File: src/rtl/cpu_ctrl_pkg.sv
`default_nettype none
// ============================================================================
// Module      : cpu_ctrl_pkg
// Description : Shared constants, encodings and types for the multicycle
//               CPU control unit (opcodes, functs, ALU codes, mux selects,
//               FSM state enum, latched instruction info).
// Revision    : 1.0 - initial release
// ============================================================================
package cpu_ctrl_pkg;

  // Opcode field (IR[31:26])
  localparam logic [5:0] OP_RTYPE = 6'h00;
  localparam logic [5:0] OP_ADDI  = 6'h08;
  localparam logic [5:0] OP_LW    = 6'h23;
  localparam logic [5:0] OP_SW    = 6'h2B;
  localparam logic [5:0] OP_BEQ   = 6'h04;
  localparam logic [5:0] OP_BNE   = 6'h05;
  localparam logic [5:0] OP_J     = 6'h02;

  // Funct field (IR[5:0]) for R-type
  localparam logic [5:0] FN_ADD = 6'h20;
  localparam logic [5:0] FN_SUB = 6'h22;
  localparam logic [5:0] FN_AND = 6'h24;

  // ALU operation codes
  localparam logic [2:0] ALU_LOAD_A = 3'b000;
  localparam logic [2:0] ALU_ADD    = 3'b001;
  localparam logic [2:0] ALU_SUB    = 3'b010;
  localparam logic [2:0] ALU_AND    = 3'b011;
  localparam logic [2:0] ALU_CMP    = 3'b111;

  // Single-bit mux selects
  localparam logic IORD_PC       = 1'b0;
  localparam logic IORD_ALUOUT   = 1'b1;
  localparam logic WMS_REG_B     = 1'b0;
  localparam logic REGDST_RT     = 1'b0;
  localparam logic REGDST_RD     = 1'b1;
  localparam logic M2R_ALUOUT    = 1'b0;
  localparam logic M2R_MDR       = 1'b1;
  localparam logic SRCA_PC       = 1'b0;
  localparam logic SRCA_REG_A    = 1'b1;

  // Two-bit mux selects
  localparam logic [1:0] SRCB_REG_B   = 2'd0;
  localparam logic [1:0] SRCB_FOUR    = 2'd1;
  localparam logic [1:0] SRCB_IMM     = 2'd2;
  localparam logic [1:0] SRCB_IMM_SH2 = 2'd3;
  localparam logic [1:0] PCSRC_ALU    = 2'd0;
  localparam logic [1:0] PCSRC_ALUOUT = 2'd1;
  localparam logic [1:0] PCSRC_JUMP   = 2'd2;
  localparam logic [1:0] PCSRC_TRAP   = 2'd3;

  typedef enum logic [3:0] {
    S_RST        = 4'd0,
    S_FETCH      = 4'd1,
    S_FETCH_WAIT = 4'd2,
    S_DECODE     = 4'd3,
    S_EXEC_R     = 4'd4,
    S_EXEC_I     = 4'd5,
    S_WB_ALU     = 4'd6,
    S_ADDR       = 4'd7,
    S_MEM_RD     = 4'd8,
    S_MEM_WAIT   = 4'd9,
    S_WB_MEM     = 4'd10,
    S_MEM_WR     = 4'd11,
    S_BRANCH     = 4'd12,
    S_JUMP       = 4'd13,
    S_TRAP       = 4'd14
  } state_t;

  // Per-instruction facts captured at DECODE so later states need not
  // re-inspect the IR fields.
  typedef struct packed {
    logic [2:0] alu_op;    // EXEC ALU operation
    logic       chk_ovf;   // overflow traps this instruction
    logic       is_rtype;  // write-back destination is rd
    logic       is_beq;    // branch on equal (else branch on not-equal)
    logic       is_lw;     // memory access is a load
  } instr_info_t;

endpackage
`default_nettype wire

File: src/rtl/ctrl_decode.sv
`default_nettype none
// ============================================================================
// Module      : ctrl_decode
// Description : Combinational instruction decoder. Maps opcode/funct to the
//               state that follows DECODE and to the EXEC-stage facts.
// Revision    : 1.0 - initial release
// ============================================================================
module ctrl_decode
  import cpu_ctrl_pkg::*;
(
  input  logic [5:0]  opcode,
  input  logic [5:0]  funct,
  output state_t      next_state,
  output instr_info_t info
);

  // Unknown opcodes and unknown R-type functs fall through to TRAP
  always_comb begin
    next_state   = S_TRAP;
    info         = '0;
    info.alu_op  = ALU_ADD;
    case (opcode)
      OP_RTYPE: begin
        info.is_rtype = 1'b1;
        case (funct)
          FN_ADD: begin
            next_state   = S_EXEC_R;
            info.alu_op  = ALU_ADD;
            info.chk_ovf = 1'b1;
          end
          FN_SUB: begin
            next_state   = S_EXEC_R;
            info.alu_op  = ALU_SUB;
            info.chk_ovf = 1'b1;
          end
          FN_AND: begin
            next_state   = S_EXEC_R;
            info.alu_op  = ALU_AND;
          end
          default: next_state = S_TRAP;
        endcase
      end
      OP_ADDI: begin
        next_state   = S_EXEC_I;
        info.chk_ovf = 1'b1;
      end
      OP_LW: begin
        next_state  = S_ADDR;
        info.is_lw  = 1'b1;
      end
      OP_SW:   next_state = S_ADDR;
      OP_BEQ: begin
        next_state  = S_BRANCH;
        info.is_beq = 1'b1;
      end
      OP_BNE:  next_state = S_BRANCH;
      OP_J:    next_state = S_JUMP;
      default: next_state = S_TRAP;
    endcase
  end

endmodule
`default_nettype wire

File: src/rtl/control_unit.sv
`default_nettype none
// ============================================================================
// Module      : control_unit
// Description : Multicycle control FSM for the CPU datapath. Moore-decoded
//               write enables, mux selects and ALU op codes; PC_W in BRANCH
//               is the only flag-gated output.
// Revision    : 1.0 - initial release
// ============================================================================
module control_unit
  import cpu_ctrl_pkg::*;
#(
  parameter logic [31:0] TRAP_VECTOR = 32'h0000_00FC
) (
  input  logic       clk,
  input  logic       reset,
  input  logic [5:0] opcode,
  input  logic [5:0] funct,
  input  logic       flag_overflow,
  input  logic       flag_igual,
  output logic       PC_W,
  output logic       Mem_W,
  output logic       MDR_W,
  output logic       RAA_W,
  output logic       IR_W,
  output logic       RB_W,
  output logic       Reg_AB_W,
  output logic       ALU_Out_Reg_W,
  output logic [2:0] ALUControl,
  output logic       IorD,
  output logic       WriteMemSrc,
  output logic       RegDst,
  output logic       MemToReg,
  output logic       ALUSrcA,
  output logic [1:0] ALUSrcB,
  output logic [1:0] PCSource
);

  state_t      state;
  state_t      state_next;
  state_t      dec_next;
  instr_info_t dec_info;
  instr_info_t info_q;

  // The trap target itself is applied by the datapath's PCSource=3 input;
  // the parameter lives here so both blocks are configured from one place.
  logic unused_trap_vector;
  assign unused_trap_vector = ^TRAP_VECTOR;

  ctrl_decode u_decode (
    .opcode     (opcode),
    .funct      (funct),
    .next_state (dec_next),
    .info       (dec_info)
  );

  // State register; instruction facts are captured while leaving DECODE
  always_ff @(posedge clk) begin
    if (!reset) begin
      state  <= S_RST;
      info_q <= '0;
    end else begin
      state <= state_next;
      if (state == S_DECODE) info_q <= dec_info;
    end
  end

  // Next-state and output decode
  always_comb begin
    state_next    = S_FETCH;
    PC_W          = 1'b0;
    Mem_W         = 1'b0;
    MDR_W         = 1'b0;
    RAA_W         = 1'b0;
    IR_W          = 1'b0;
    RB_W          = 1'b0;
    Reg_AB_W      = 1'b0;
    ALU_Out_Reg_W = 1'b0;
    ALUControl    = ALU_LOAD_A;
    IorD          = IORD_PC;
    WriteMemSrc   = WMS_REG_B;
    RegDst        = REGDST_RT;
    MemToReg      = M2R_ALUOUT;
    ALUSrcA       = SRCA_PC;
    ALUSrcB       = SRCB_REG_B;
    PCSource      = PCSRC_ALU;
    case (state)
      S_RST:   state_next = S_FETCH;
      S_FETCH: begin
        IorD       = IORD_PC;
        state_next = S_FETCH_WAIT;
      end
      S_FETCH_WAIT: begin
        IR_W       = 1'b1;
        ALUSrcA    = SRCA_PC;
        ALUSrcB    = SRCB_FOUR;
        ALUControl = ALU_ADD;
        PCSource   = PCSRC_ALU;
        PC_W       = 1'b1;
        state_next = S_DECODE;
      end
      S_DECODE: begin
        Reg_AB_W      = 1'b1;
        ALUSrcA       = SRCA_PC;
        ALUSrcB       = SRCB_IMM_SH2;
        ALUControl    = ALU_ADD;
        ALU_Out_Reg_W = 1'b1;
        state_next    = dec_next;
      end
      S_EXEC_R, S_EXEC_I: begin
        ALUSrcA       = SRCA_REG_A;
        ALUSrcB       = (state == S_EXEC_R) ? SRCB_REG_B : SRCB_IMM;
        ALUControl    = info_q.alu_op;
        ALU_Out_Reg_W = 1'b1;
        state_next    = (info_q.chk_ovf && flag_overflow) ? S_TRAP : S_WB_ALU;
      end
      S_WB_ALU: begin
        RB_W     = 1'b1;
        MemToReg = M2R_ALUOUT;
        RegDst   = info_q.is_rtype ? REGDST_RD : REGDST_RT;
      end
      S_ADDR: begin
        ALUSrcA       = SRCA_REG_A;
        ALUSrcB       = SRCB_IMM;
        ALUControl    = ALU_ADD;
        ALU_Out_Reg_W = 1'b1;
        state_next    = info_q.is_lw ? S_MEM_RD : S_MEM_WR;
      end
      S_MEM_RD: begin
        IorD       = IORD_ALUOUT;
        state_next = S_MEM_WAIT;
      end
      S_MEM_WAIT: begin
        MDR_W      = 1'b1;
        state_next = S_WB_MEM;
      end
      S_WB_MEM: begin
        RB_W     = 1'b1;
        MemToReg = M2R_MDR;
        RegDst   = REGDST_RT;
      end
      S_MEM_WR: begin
        IorD        = IORD_ALUOUT;
        Mem_W       = 1'b1;
        WriteMemSrc = WMS_REG_B;
      end
      S_BRANCH: begin
        ALUSrcA    = SRCA_REG_A;
        ALUSrcB    = SRCB_REG_B;
        ALUControl = ALU_CMP;
        PCSource   = PCSRC_ALUOUT;
        PC_W       = info_q.is_beq ? flag_igual : !flag_igual;
      end
      S_JUMP: begin
        PCSource = PCSRC_JUMP;
        PC_W     = 1'b1;
      end
      S_TRAP: begin
        PCSource = PCSRC_TRAP;
        PC_W     = 1'b1;
      end
      default: state_next = S_RST;
    endcase
  end

endmodule
`default_nettype wire

File: config.mk
export PLATFORM = sky130hd
export DESIGN_NAME = control_unit
export DESIGN_NICKNAME = d
export VERILOG_FILES = /design/src/rtl/cpu_ctrl_pkg.sv /design/src/rtl/ctrl_decode.sv /design/src/rtl/control_unit.sv
export SDC_FILE = /design/constraint.sdc
export NUM_CORES = 1
export LEC_CHECK = 0
export CAP_MARGIN = 20
export CORE_UTILIZATION = 41
export DETAILED_ROUTE_END_ITERATION = 8
export GPL_TIMING_DRIVEN = 0
export PLACE_DENSITY = 0.78
export SYNTH_ARGS = -nofsm -noshare
export SYNTH_HDL_FRONTEND = slang
export SYNTH_SLANG_ARGS = --single-unit
File: constraint.sdc
create_clock -name clk -period 1.85 [get_ports clk]
set_clock_uncertainty 0.15 [all_clocks]
set_input_delay 0.37 -clock clk [delete_from_list [all_inputs] [get_ports clk]]
set_output_delay 0.37 -clock clk [all_outputs]
set_load 0.02 [all_outputs]
==> results_dict.tcl <==
set metrics [dict create \
    syn_avg_cell_area_um2 6.87 \
    drt-pass1-iter-count 4 \
    fin_crit_ns 1.83 \
    hold_buffers 0 \
    yosys_warnings 0 \
    critPathArrivalTime_ns 1.31 \
    rsz0062_at_grt "yes" \
    dp_cells 181 \
    fmax_mhz 546 \
    initial_core_util_pct 46.0 \
    place_ws_ns -0.585 \
    synth_cells 122 \
    cts.sinks 10 \
    io_buffers 33 \
    htreeDepth 1 \
    core.rowCount 15 \
    groute.usage.overall_pct 24.9 \
    hp-class "reg -> reg" \
    start_kind "flop" \
    clk_path_buf_depth 2 \
    crit_start "state[3]" \
    setup_viol_count_final 0 \
    p_total_mw 1.23 \
    timing.rr.start "state[3]" \
    root_buffer "clkbuf_4" \
    overflow 0 \
    numCtsBuffers 3 \
    dpl.hpwl_mm 1.84 \
    area_growth_pct 58.8 \
    yosysSeqAreaShare_pct 23.9 \
    min_from "info_q[2]" \
    die_w_um 47.2 \
    nNetsFinal 181 \
    clk_pin_slew_ns 0.06 \
    grt_pass1_wl_mm 3.82 \
    p_leak_nw 0.571 \
    grt_pass1_vias 852 \
    die_h_um 47.2 \
    power_density_mw_per_mm2 920 \
    fin_ws_ns 0.0182 \
    clk-insertion-delay-late_ns 0.26 \
    synth.distinct_cells 39 \
    cts_tree "yes" \
    crit_path_end_kind "primary output" \
    drive_gt1_share_pct 32.5 \
    n_antenna_cell 0 \
    period_share_pct 99.0 \
    cp_max_fo 8 \
    placed_cell_area_mm2 0.00121 \
    hold_viol_final 0 \
    vias 1040 \
    vias_per_cell 5.53 \
    drtIter0Drc 24 \
    status "completed" \
    most-common-layout-cells "14 x nand2_1, 13 x a21oi_1, 11 x clkdlybuf4s50_1, 11 x buf_2" \
    wirelength_mm 2.54 \
    core_mm2 0.00182 \
    antenna_found_initial 0 \
    final_util_pct 73.1 \
    layoutNonFillerInstCount 188 \
    drc 0 \
    wire_per_inst_um 13.5 \
    drv_cap 0 \
    ant_nets 0 \
    worstSetupPathType "reg -> out" \
    syn-cell-area_um2 838 \
    maxSlewViolCount 0 \
    ir_drop_mv 0.557 \
    grt_max_degree 11 \
    dieArea_mm2 0.00223 \
    gp_congestion 0.855 \
    synth_seq_cells 10 \
    final_common_cell "nand2_1" \
    final_area_mm2 0.00133 \
    num_io_pins 36 \
    cp.required_ns 1.33 \
]
[final cells by class]
| class | count | area [um2] |
|---|---|---|
| clock buffer | 3 | 22.5 |
| multi-input combinational | 99 | 644 |
| tap | 25 | 31.3 |
| timing repair buffer | 38 | 313 |
| sequential | 10 | 213 |
| inverter | 6 | 31.3 |
| fill | 145 | 489 |
| buffer | 7 | 76.3 |
[report_power, final]
group,internal [mW],switching (mW),total [mW]
sequential,0.261,0.0392,0.300
clock,0.0751,0.0726,0.148
combinational,0.345,0.433,0.777
total,0.680,0.545,1.23
[cells in the mapped netlist, drive strengths merged]
cell | n | area (um2)
a2111oi | 1 | 8.76
a21boi | 3 | 22.5
a21oi | 13 | 65.1
a221oi | 1 | 8.76
a2bb2oi | 1 | 8.76
a31oi | 1 | 6.26
and2 | 3 | 18.8
and3 | 2 | 12.5
buf | 5 | 30.0
clkbuf | 3 | 11.3
clkinv | 1 | 3.75
conb | 1 | 3.75
dfxtp | 10 | 200
inv | 5 | 18.8
mux2i | 2 | 20.0
nand2 | 17 | 63.8
nand2b | 7 | 43.8
nand3 | 1 | 5.00
nand3b | 1 | 7.51
nand4b | 1 | 8.76
nand4bb | 1 | 11.3
nor2 | 10 | 37.5
nor3 | 7 | 35.0
nor4 | 2 | 18.8
nor4b | 2 | 23.8
o211a | 1 | 10.0
o211ai | 1 | 7.51
o21ai | 9 | 45.0
o21bai | 1 | 7.51
o221a | 1 | 11.3
o31ai | 2 | 15.0
o32ai | 1 | 8.76
or2 | 1 | 6.26
or4 | 2 | 15.0
xnor2 | 2 | 17.5
[registers in the layout, indices dropped and copies added (netlist names)]
name and cells:
info_q 6, state 4
[per-layer routing]
layer	track usage [%]	up-vias	wire, um
met5	0	-	0
met4	13.7	0	51
met3	2.31	4	129
met2	41.9	40	1270
met1	31.0	470	1090
li1	-	526	-
[per-stage QoR]
step / hold WS [ns] / TNS (ns)
5_1_grt: 0.348 / -0.0651
3_5_place_dp: 0.319 / -5.89
6_report: 0.323 / 0
2_1_floorplan: 0.289 / -0.00770
4_1_cts: 0.327 / -0.122
3_3_place_gp: 0.306 / -5.49
[worst max-delay path, cell delays in order (launching register included)]
cell,delay [ns]
dfxtp_4,0.38
nand4bb_1,0.21
buf_4,0.19
clkinv_2,0.10
buf_2,0.17
[logic make-up after synthesis]
group | count (synthesis) | synth area share, %
other cells | 1 | 0.447
flops | 10 | 23.9
compound gates | 36 | 26.9
buf+inv | 14 | 7.61
simple gates | 57 | 36.7
mux | 2 | 2.39
xor+xnor | 2 | 2.09
[what timing repair did]
| item | CTS | global route |
|---|---|---|
| gates resized for setup | 88 | 27 |
| pin swaps | 0 | 3 |
| cloned | 0 | 0 |
| endpoints found under the hold margin | 0 | 0 |
| buffers inserted | 0 | 5 |
| endpoints found under the setup margin | 19 | 18 |
[final timing paths]
path / endpoint / slack [ns] / cells after the start
min: info_q[2] / 0.32 / 2
max: Reg_AB_W / 0.02 / 4
min reg2reg: info_q[2] / 0.32 / 2
max reg2reg: info_q[0] / 0.24 / 4
Note: power is estimated with default switching activity, not from simulation.
